--- config.mk ---
export PLATFORM = sky130hd
export DESIGN_NAME = mdu_issue
export DESIGN_NICKNAME = d
export VERILOG_FILES = /design/src/rtl/mdu_issue.sv
export SDC_FILE = /design/constraint.sdc
export NUM_CORES = 1
export LEC_CHECK = 0
export BUFFER_PORTS_ARGS = -buffer_cell sky130_fd_sc_hd__buf_4
export CAP_MARGIN = 0
export CORE_MARGIN = 8
export CORE_UTILIZATION = 54
export CTS_CLUSTER_DIAMETER = 60
export DETAILED_ROUTE_END_ITERATION = 7
export PLACE_DENSITY = 0.86
export SYNTH_ARGS = -nofsm -noshare
export SYNTH_HDL_FRONTEND = slang
export SYNTH_SLANG_ARGS = --single-unit
--- constraint.sdc ---
create_clock -name clock -period 5.24 [get_ports clock]
set_clock_uncertainty 0.2 [all_clocks]
set_input_delay 0.786 -clock clock [delete_from_list [all_inputs] [get_ports clock]]
set_output_delay 0.786 -clock clock [all_outputs]
set_load 0.1 [all_outputs]
--- src/rtl/mdu_issue.sv ---
// mdu_issue: issue sequencer in front of the combinational RV64 M-extension MAC.
//   Accepts one op from EX (in_valid/in_ready) and registers the prepared
//   operands. It drives the MAC one-hot op and sources for LATENCY cycles, then
//   captures and post-processes the result. The result goes out on
//   out_valid/out_ready.
//   Divide-by-zero and signed overflow are resolved locally: the MAC result is
//   undefined for those, so the MAC is never started for them.
// Ports:
//   clock, reset        rising-edge clock, async active-low reset
//   in_valid/in_ready   request handshake; in_op, in_word, in_src1/2 payload
//   flush               kill; drops any in-flight op, blocks same-cycle accept
//   mac_op/src1/src2    one-hot op {mul,mulh,mulhu,mulhsu,div,divu,rem,remu}, operands
//   mac_result          combinational MAC result
//   out_valid/out_ready response handshake; out_result is the final rd value
module mdu_issue #(
  parameter int unsigned LATENCY = 2
) (
  input  logic        clock,
  input  logic        reset,
  input  logic        in_valid,
  output logic        in_ready,
  input  logic [2:0]  in_op,
  input  logic        in_word,
  input  logic [63:0] in_src1,
  input  logic [63:0] in_src2,
  input  logic        flush,
  output logic [7:0]  mac_op,
  output logic [63:0] mac_src1,
  output logic [63:0] mac_src2,
  input  logic [63:0] mac_result,
  output logic        out_valid,
  input  logic        out_ready,
  output logic [63:0] out_result
);

  typedef enum logic [1:0] {IDLE, BUSY, DONE} state_t;

  localparam logic [3:0] CNT_INIT = 4'(LATENCY - 1);
  localparam logic [63:0] MIN64 = 64'h8000_0000_0000_0000;
  localparam logic [63:0] MIN32 = 64'hFFFF_FFFF_8000_0000;

  state_t      state;
  logic [3:0]  cnt;
  logic        word_q;

  // ---- request decode / operand preparation ----
  logic        is_div, is_rem, div_signed, word_eff;
  logic [63:0] p1, p2;
  logic        div_zero, div_ovf, special;
  logic [63:0] spec_res, post_res;
  logic [7:0]  op_dec;

  always_comb begin
    is_div     = in_op[2];                 // div, divu, rem, remu
    is_rem     = in_op[2] & in_op[1];
    div_signed = in_op[2] & ~in_op[0];     // div, rem
    // W only exists for mul and the divide group; mulh* ignore in_word
    word_eff   = in_word & (in_op == 3'd0 || in_op[2]);
    op_dec     = 8'h80 >> in_op;

    p1 = in_src1;
    p2 = in_src2;
    if (word_eff && is_div) begin
      if (div_signed) begin
        p1 = {{32{in_src1[31]}}, in_src1[31:0]};
        p2 = {{32{in_src2[31]}}, in_src2[31:0]};
      end else begin
        p1 = {32'h0, in_src1[31:0]};
        p2 = {32'h0, in_src2[31:0]};
      end
    end

    // Prepared W operands are already extended, so 64-bit compares give the
    // 32-bit answer.
    div_zero = is_div && (p2 == 64'h0);
    div_ovf  = is_div && div_signed && (p2 == '1) &&
               (p1 == (word_eff ? MIN32 : MIN64));
    special  = div_zero | div_ovf;

    spec_res = 64'h0;
    if (div_zero) begin
      if (is_rem) spec_res = word_eff ? {{32{p1[31]}}, p1[31:0]} : p1;
      else        spec_res = '1;
    end else if (div_ovf) begin
      spec_res = is_rem ? 64'h0 : p1;
    end

    post_res = word_q ? {{32{mac_result[31]}}, mac_result[31:0]} : mac_result;
  end

  // ---- sequencer ----
  always_ff @(posedge clock or negedge reset) begin
    if (!reset) begin
      state      <= IDLE;
      cnt        <= 4'h0;
      word_q     <= 1'b0;
      in_ready   <= 1'b1;
      out_valid  <= 1'b0;
      out_result <= 64'h0;
      mac_op     <= 8'h0;
      mac_src1   <= 64'h0;
      mac_src2   <= 64'h0;
    end else if (flush) begin
      state     <= IDLE;
      cnt       <= 4'h0;
      in_ready  <= 1'b1;
      out_valid <= 1'b0;
      mac_op    <= 8'h0;
    end else begin
      case (state)
        IDLE: begin
          if (in_valid) begin
            in_ready <= 1'b0;
            word_q   <= word_eff;
            mac_src1 <= p1;
            mac_src2 <= p2;
            if (special) begin
              // MAC never started; result known now
              out_result <= spec_res;
              out_valid  <= 1'b1;
              state      <= DONE;
            end else begin
              mac_op <= op_dec;
              cnt    <= CNT_INIT;
              state  <= BUSY;
            end
          end
        end
        BUSY: begin
          if (cnt == 4'h0) begin
            out_result <= post_res;
            out_valid  <= 1'b1;
            mac_op     <= 8'h0;
            state      <= DONE;
          end else begin
            cnt <= cnt - 4'h1;
          end
        end
        DONE: begin
          if (out_ready) begin
            out_valid <= 1'b0;
            in_ready  <= 1'b1;
            state     <= IDLE;
          end
        end
        default: state <= IDLE;
      endcase
    end
  end

endmodule

# Word-level counts from Yosys, hierarchy flattened
# Cells that the tools add are included.
# totals
regBits	209
input_bits	201
elab_cells	92
out_inout_bits	202
# classes
eq_ne	13
reduce_logical	21
bitwise_logic	6
mux	41
shift	1
addsub	1
# op_table
operator	n
$mux 64	13
$pmux 64 s2	1
$eq 64x64->1	1
$eq 64x64->1 const B	1
$logic_not 64->1	1
$mux 63	1
$mux 8	4
$ne 3x3->1 const B	6
$mux 4	4
$pmux 8 s2	1
$mux 2	5
$reduce_and 5->1	2
$reduce_and 3->1	3
$mux 1	8
$pmux 4 s2	1
$reduce_and 4->1	2
$shr 8x3->8 const A	1
$ne 2x2->1 const B	3
$pmux 2 s3	1
$reduce_bool 3->1	2
$logic_and 1x1->1	5
$logic_not 4->1	1
$reduce_bool 4->1	1
$sub 4x1->4 const B	1
11 further kinds	14

# Depth between registers and ports, before layout
# depth
depth_word	13
mapped_depth	11
mapped_depth_nobuf	7

# Worst setup path after synthesis
# Ideal clock, no wire load.
# synth_timing
path_kind	input to register
start	in in_src1[27]
end	reg out_result[63]
n_path_buf	1
t_required_ps	4915
stages	8
slack_ps	1925
arrival_time_ps	2990
setup_time_ps	125
path_cell_list	or4_1 or4_1 nor4_1 and3_1 nand3_2 a31oi_4 buf_6 mux2_2
# synth_between
elab_chain_len	9
word_cells_on_any_way	12
cone_classes	2 x eq/ne; 7 x mux; 1 x bitwise; 2 x reduce/logical
# synth_lines
item	line_no	rtl
start: declaration	24	input logic [63:0] in_src1,
$mux 64	64	if (div_signed) begin
$mux 64 (*)	63	if (word_eff && is_div) begin
$eq 64x64->1 (*)	77	(p1 == (word_eff ? MIN32 : MIN64));
$logic_and 1x1->1 (*)	76	div_ovf = is_div && div_signed && (p2 == '1) &&
$mux 64	84	end else if (div_ovf) begin
$mux 64	81	if (div_zero) begin
$mux 64	117	if (special) begin
$mux 64	112	if (in_valid) begin
$pmux 64 s2	110	case (state)
end signal: assignment	119	out_result <= spec_res;
end signal: assignment	131	out_result <= post_res;
end: declaration	33	output logic [63:0] out_result
# Every way passes the cells marked *; elsewhere a longest branch is shown, timed or not. The select of a mux whose other input is x is not followed.
# A chain may end at the register's enable or synchronous reset.

# Final worst setup path
# layout_timing
start	in in_op[2]
end	reg out_result[63]
# layout_between
elab_chain_len	13
word_cells_on_any_way	29
cone_classes	3 x eq/ne; 13 x mux; 4 x bitwise; 9 x reduce/logical
# layout_lines
item	line_no	rtl
start: declaration	22	input logic [2:0] in_op,
$logic_not 3->1	58	word_eff = in_word & (in_op == 3'd0 || in_op[2]);
$logic_or 1x1->1	58	
$and 1x1->1	58	
$logic_and 1x1->1	63	
$mux 64	63	
$eq 64x64->1	76	
$logic_and 1x1->1 (2 in series)	76	
$mux 64	84	
$mux 64	81	
$mux 64	117	
$mux 64	112	
$pmux 64 s2	110	
# Parallel ways exist; a longest one is shown, timed or not. The select of a mux whose other input is x is not followed.

==> run metrics <==
CTS Root Buffer Type clkbuf_16; CTS hold repair buffers 0; Synth cell types 61; Yosys top cell by area dfrtp_1; first-pass GRT wire length 63.5 mm; Crit-path slowest cell nor4_1; Worst setup EP type flip-flop; Primary FF master, synth dfrtp_1; crit-path leading delay family simple AND/OR/NAND/NOR gates; Slew @ Worst Pin 1.32 ns; FF-to-FF path depth 5; core area 0.0200 mm2; starting density of the core 0.542; cell count after synthesis 1267; Area contributors post-synth dfrtp_1, o21ai_0, nand2_1, mux2i_1, inv_1; Synth Warn # 0; Post-synth EDFFs 0; critical path peak fanout 69; DRC violations left 0; post-synth top area share 0.480; initial antenna violation count 0; reg-to-reg startpoint state[1]; RSZ-0062 raised after global routing false; Final Hold Viols 0; syn avg cell area 8.55 um2; WS Path Type input pin to flip-flop; vias in the first global route 11.2k; Setup Total Neg Slack 0 ns; MaxCap Viol Count 0; crit path DAT 3.78 ns; I/O Pins 403; most numerous cell on the critical path buf_4; outcome finished, final reports clean; fmax 279 MHz; worst skew pair latency 0.51 ns; # port buffers 402; Cell Area, Synth 0.0108 mm2; final cell count without fillers 1908; DR vias 11.3k; ant diodes 0; share of layout cells above drive strength 1 0.292; Synth async-reset ratio 1.00; HP Class input pin to asynchronous set/reset pin; Clock Pin Slew Worst Setup and Hold Paths 0.06 ns; die height 158 um; Avg WL per Cell 22.3 um; syn nets 1470; endpoints failing setup 0; gpl congestion 0.956; CTS buffer count 24; Synth Register Bits 209; row count 52; Slew headroom 0.120; Total Routing Usage GR 0.330; Register Area 0.00523 mm2; multi-input logic area 0.00468 mm2; via/cell ratio 5.90; Area Growth Syn to Fin 36.1%; worst reg-to-reg setup slack 1.73 ns; TritonCTS clock tree done; DRT iter0 DRCs 1020; largest net degree at the start of global routing 125; drt first pass iters 5; postcts setup bufs 0; reg-to-reg critical path endpoint out_result[63]; nets 1824; PwrDens 626 mW/mm2; die outline width 158 um; Die ar. 0.0248 mm2; total wire length 42.6 mm; CP Buf/Inv Count 3; Max Transition Viols Final 0; Tmin final 3.59 ns; Peak VDD IR 0.547 mV; Placed Cells 1865; H-tree depth 1; Final period util 0.684; CTS max path bufs 3; Lkg Pwr 7.19 nW; Final HPWL DP 31.7 mm; crit start category input pin; Worst Path Required 5.44 ns; Seq/Total Area, Yosys 0.483; Antenna Nets Post-Route 0; Sink Count 209; crit-path max cell delay 0.45 ns; Fillers 1467; PostCTS Resize Cnt 0; total grt overflow 0; worst-path cell chain buf_4, nand2_2, buf_4, o21ai_0, nand3_1, nor4_1, nand3_2, a31oi_4, buf_4, mux2_2
[final cells by class]
class / instances / share of cell area
flip-flops and latches: 209 / 0.355
inverters: 141 / 0.0359
clock buffers: 35 / 0.0497
clock inverters: 8 / 0.00365
well taps: 270 / 0.0229
multi-input cells: 822 / 0.317
repair buffers: 423 / 0.216
[layout by cell type, fill, tap and decap left out, drive strengths merged, types with 34 or more instances in the layout]
cell    instances
mux2i          65
a21oi         101
nor4           34
inv           142
o21ai         162
o22ai          37
buf           422
dfrtp         208
nor2           49
nand2         206
clkbuf         36
[how the worst max path moves through the flow]
| stage | slack (ns) | end | from | cells past startpoint |
|---|---|---|---|---|
| final | 1.65 | out_result[63] | in_op[2] | 10 |
| after global placement | 1.28 | out_result[54] | in_src2[43] | 9 |
| after CTS | 1.76 | out_result[45] | in_src2[43] | 9 |
| after detailed placement | 1.23 | out_result[45] | in_src2[43] | 9 |
| after floorplan | 1.92 | out_result[63] | in_src1[27] | 8 |
| after global routing | 1.51 | out_result[63] | in_op[2] | 10 |
[worst register-to-register path, stage by stage (launching register included)]
cell and delay, ns:
dfrtp_1 0.56, nand2b_2 0.87, o21a_1 1.12, o32ai_1 0.18, a2bb2oi_1 0.19, mux2_2 0.28
[through the flow]
step	setup WS, ns	total power, mW	hold slack (ns)	cell area, um2	util
3_5_place_dp	1.23	7.57	0.264	14000	0.699
3_3_place_gp	1.28	7.51	0.258	14000	0.699
4_1_cts	1.76	9.24	0.210	14700	0.738
5_1_grt	1.51	9.50	0.246	14700	0.738
6_report	1.65	9.23	0.172	14700	0.738
2_1_floorplan	1.92	6.25	0.275	10800	-
[registers in the layout, summed over array words and instances, names as in the netlist]
name,count
cnt,4
in_ready,1
mac_op,8
state,2
mac_src1,64
out_valid,1
mac_src2,64
out_result,64
word_q,1
[where the power goes]
group,total [mW],internal (mW),switching (mW)
logic,5.19,0.961,4.23
registers,2.38,2.07,0.313
clock network,1.66,0.972,0.691
total,9.23,4.00,5.23
[routing by layer]
metal / track usage / routed length (um) / vias to the layer above
met5: 0 / 0 / -
met4: 0.152 / 2160 / 0
met3: 0.0778 / 4730 / 131
met2: 0.536 / 19800 / 761
met1: 0.410 / 15900 / 5293
li1: - / - / 5080
[cells in the mapped netlist (5+ instances only)]
| master | count |
|---|---|
| dfrtp_1 | 208 |
| nand2_1 | 206 |
| o21ai_0 | 161 |
| inv_1 | 141 |
| a21oi_1 | 101 |
| clkbuf_1 | 76 |
| mux2i_1 | 65 |
| nor2_1 | 49 |
| o22ai_1 | 37 |
| nor4_1 | 33 |
| o211ai_1 | 31 |
| nand4_1 | 30 |
| nand4b_1 | 10 |
| or4_1 | 8 |
| nor2b_1 | 7 |
| nor3_1 | 6 |
| buf_4 | 5 |
| buf_6 | 5 |
| nand2b_1 | 5 |
| nand3_1 | 5 |
[kinds of logic (layout without fill, tap and decap cells)]
kind of cell	Yosys count	in the layout	share of synthesized area
AND/OR/NAND/NOR	390	390	0.175
buffers and inverters	236	607	0.0877
adder cells (fa/ha/maj)	2	2	0.00231
AO/OA/AOI/OAI	364	364	0.191
multiplexers	66	66	0.0611
flip-flops	209	209	0.483
(Power assumes the default switching activity.)
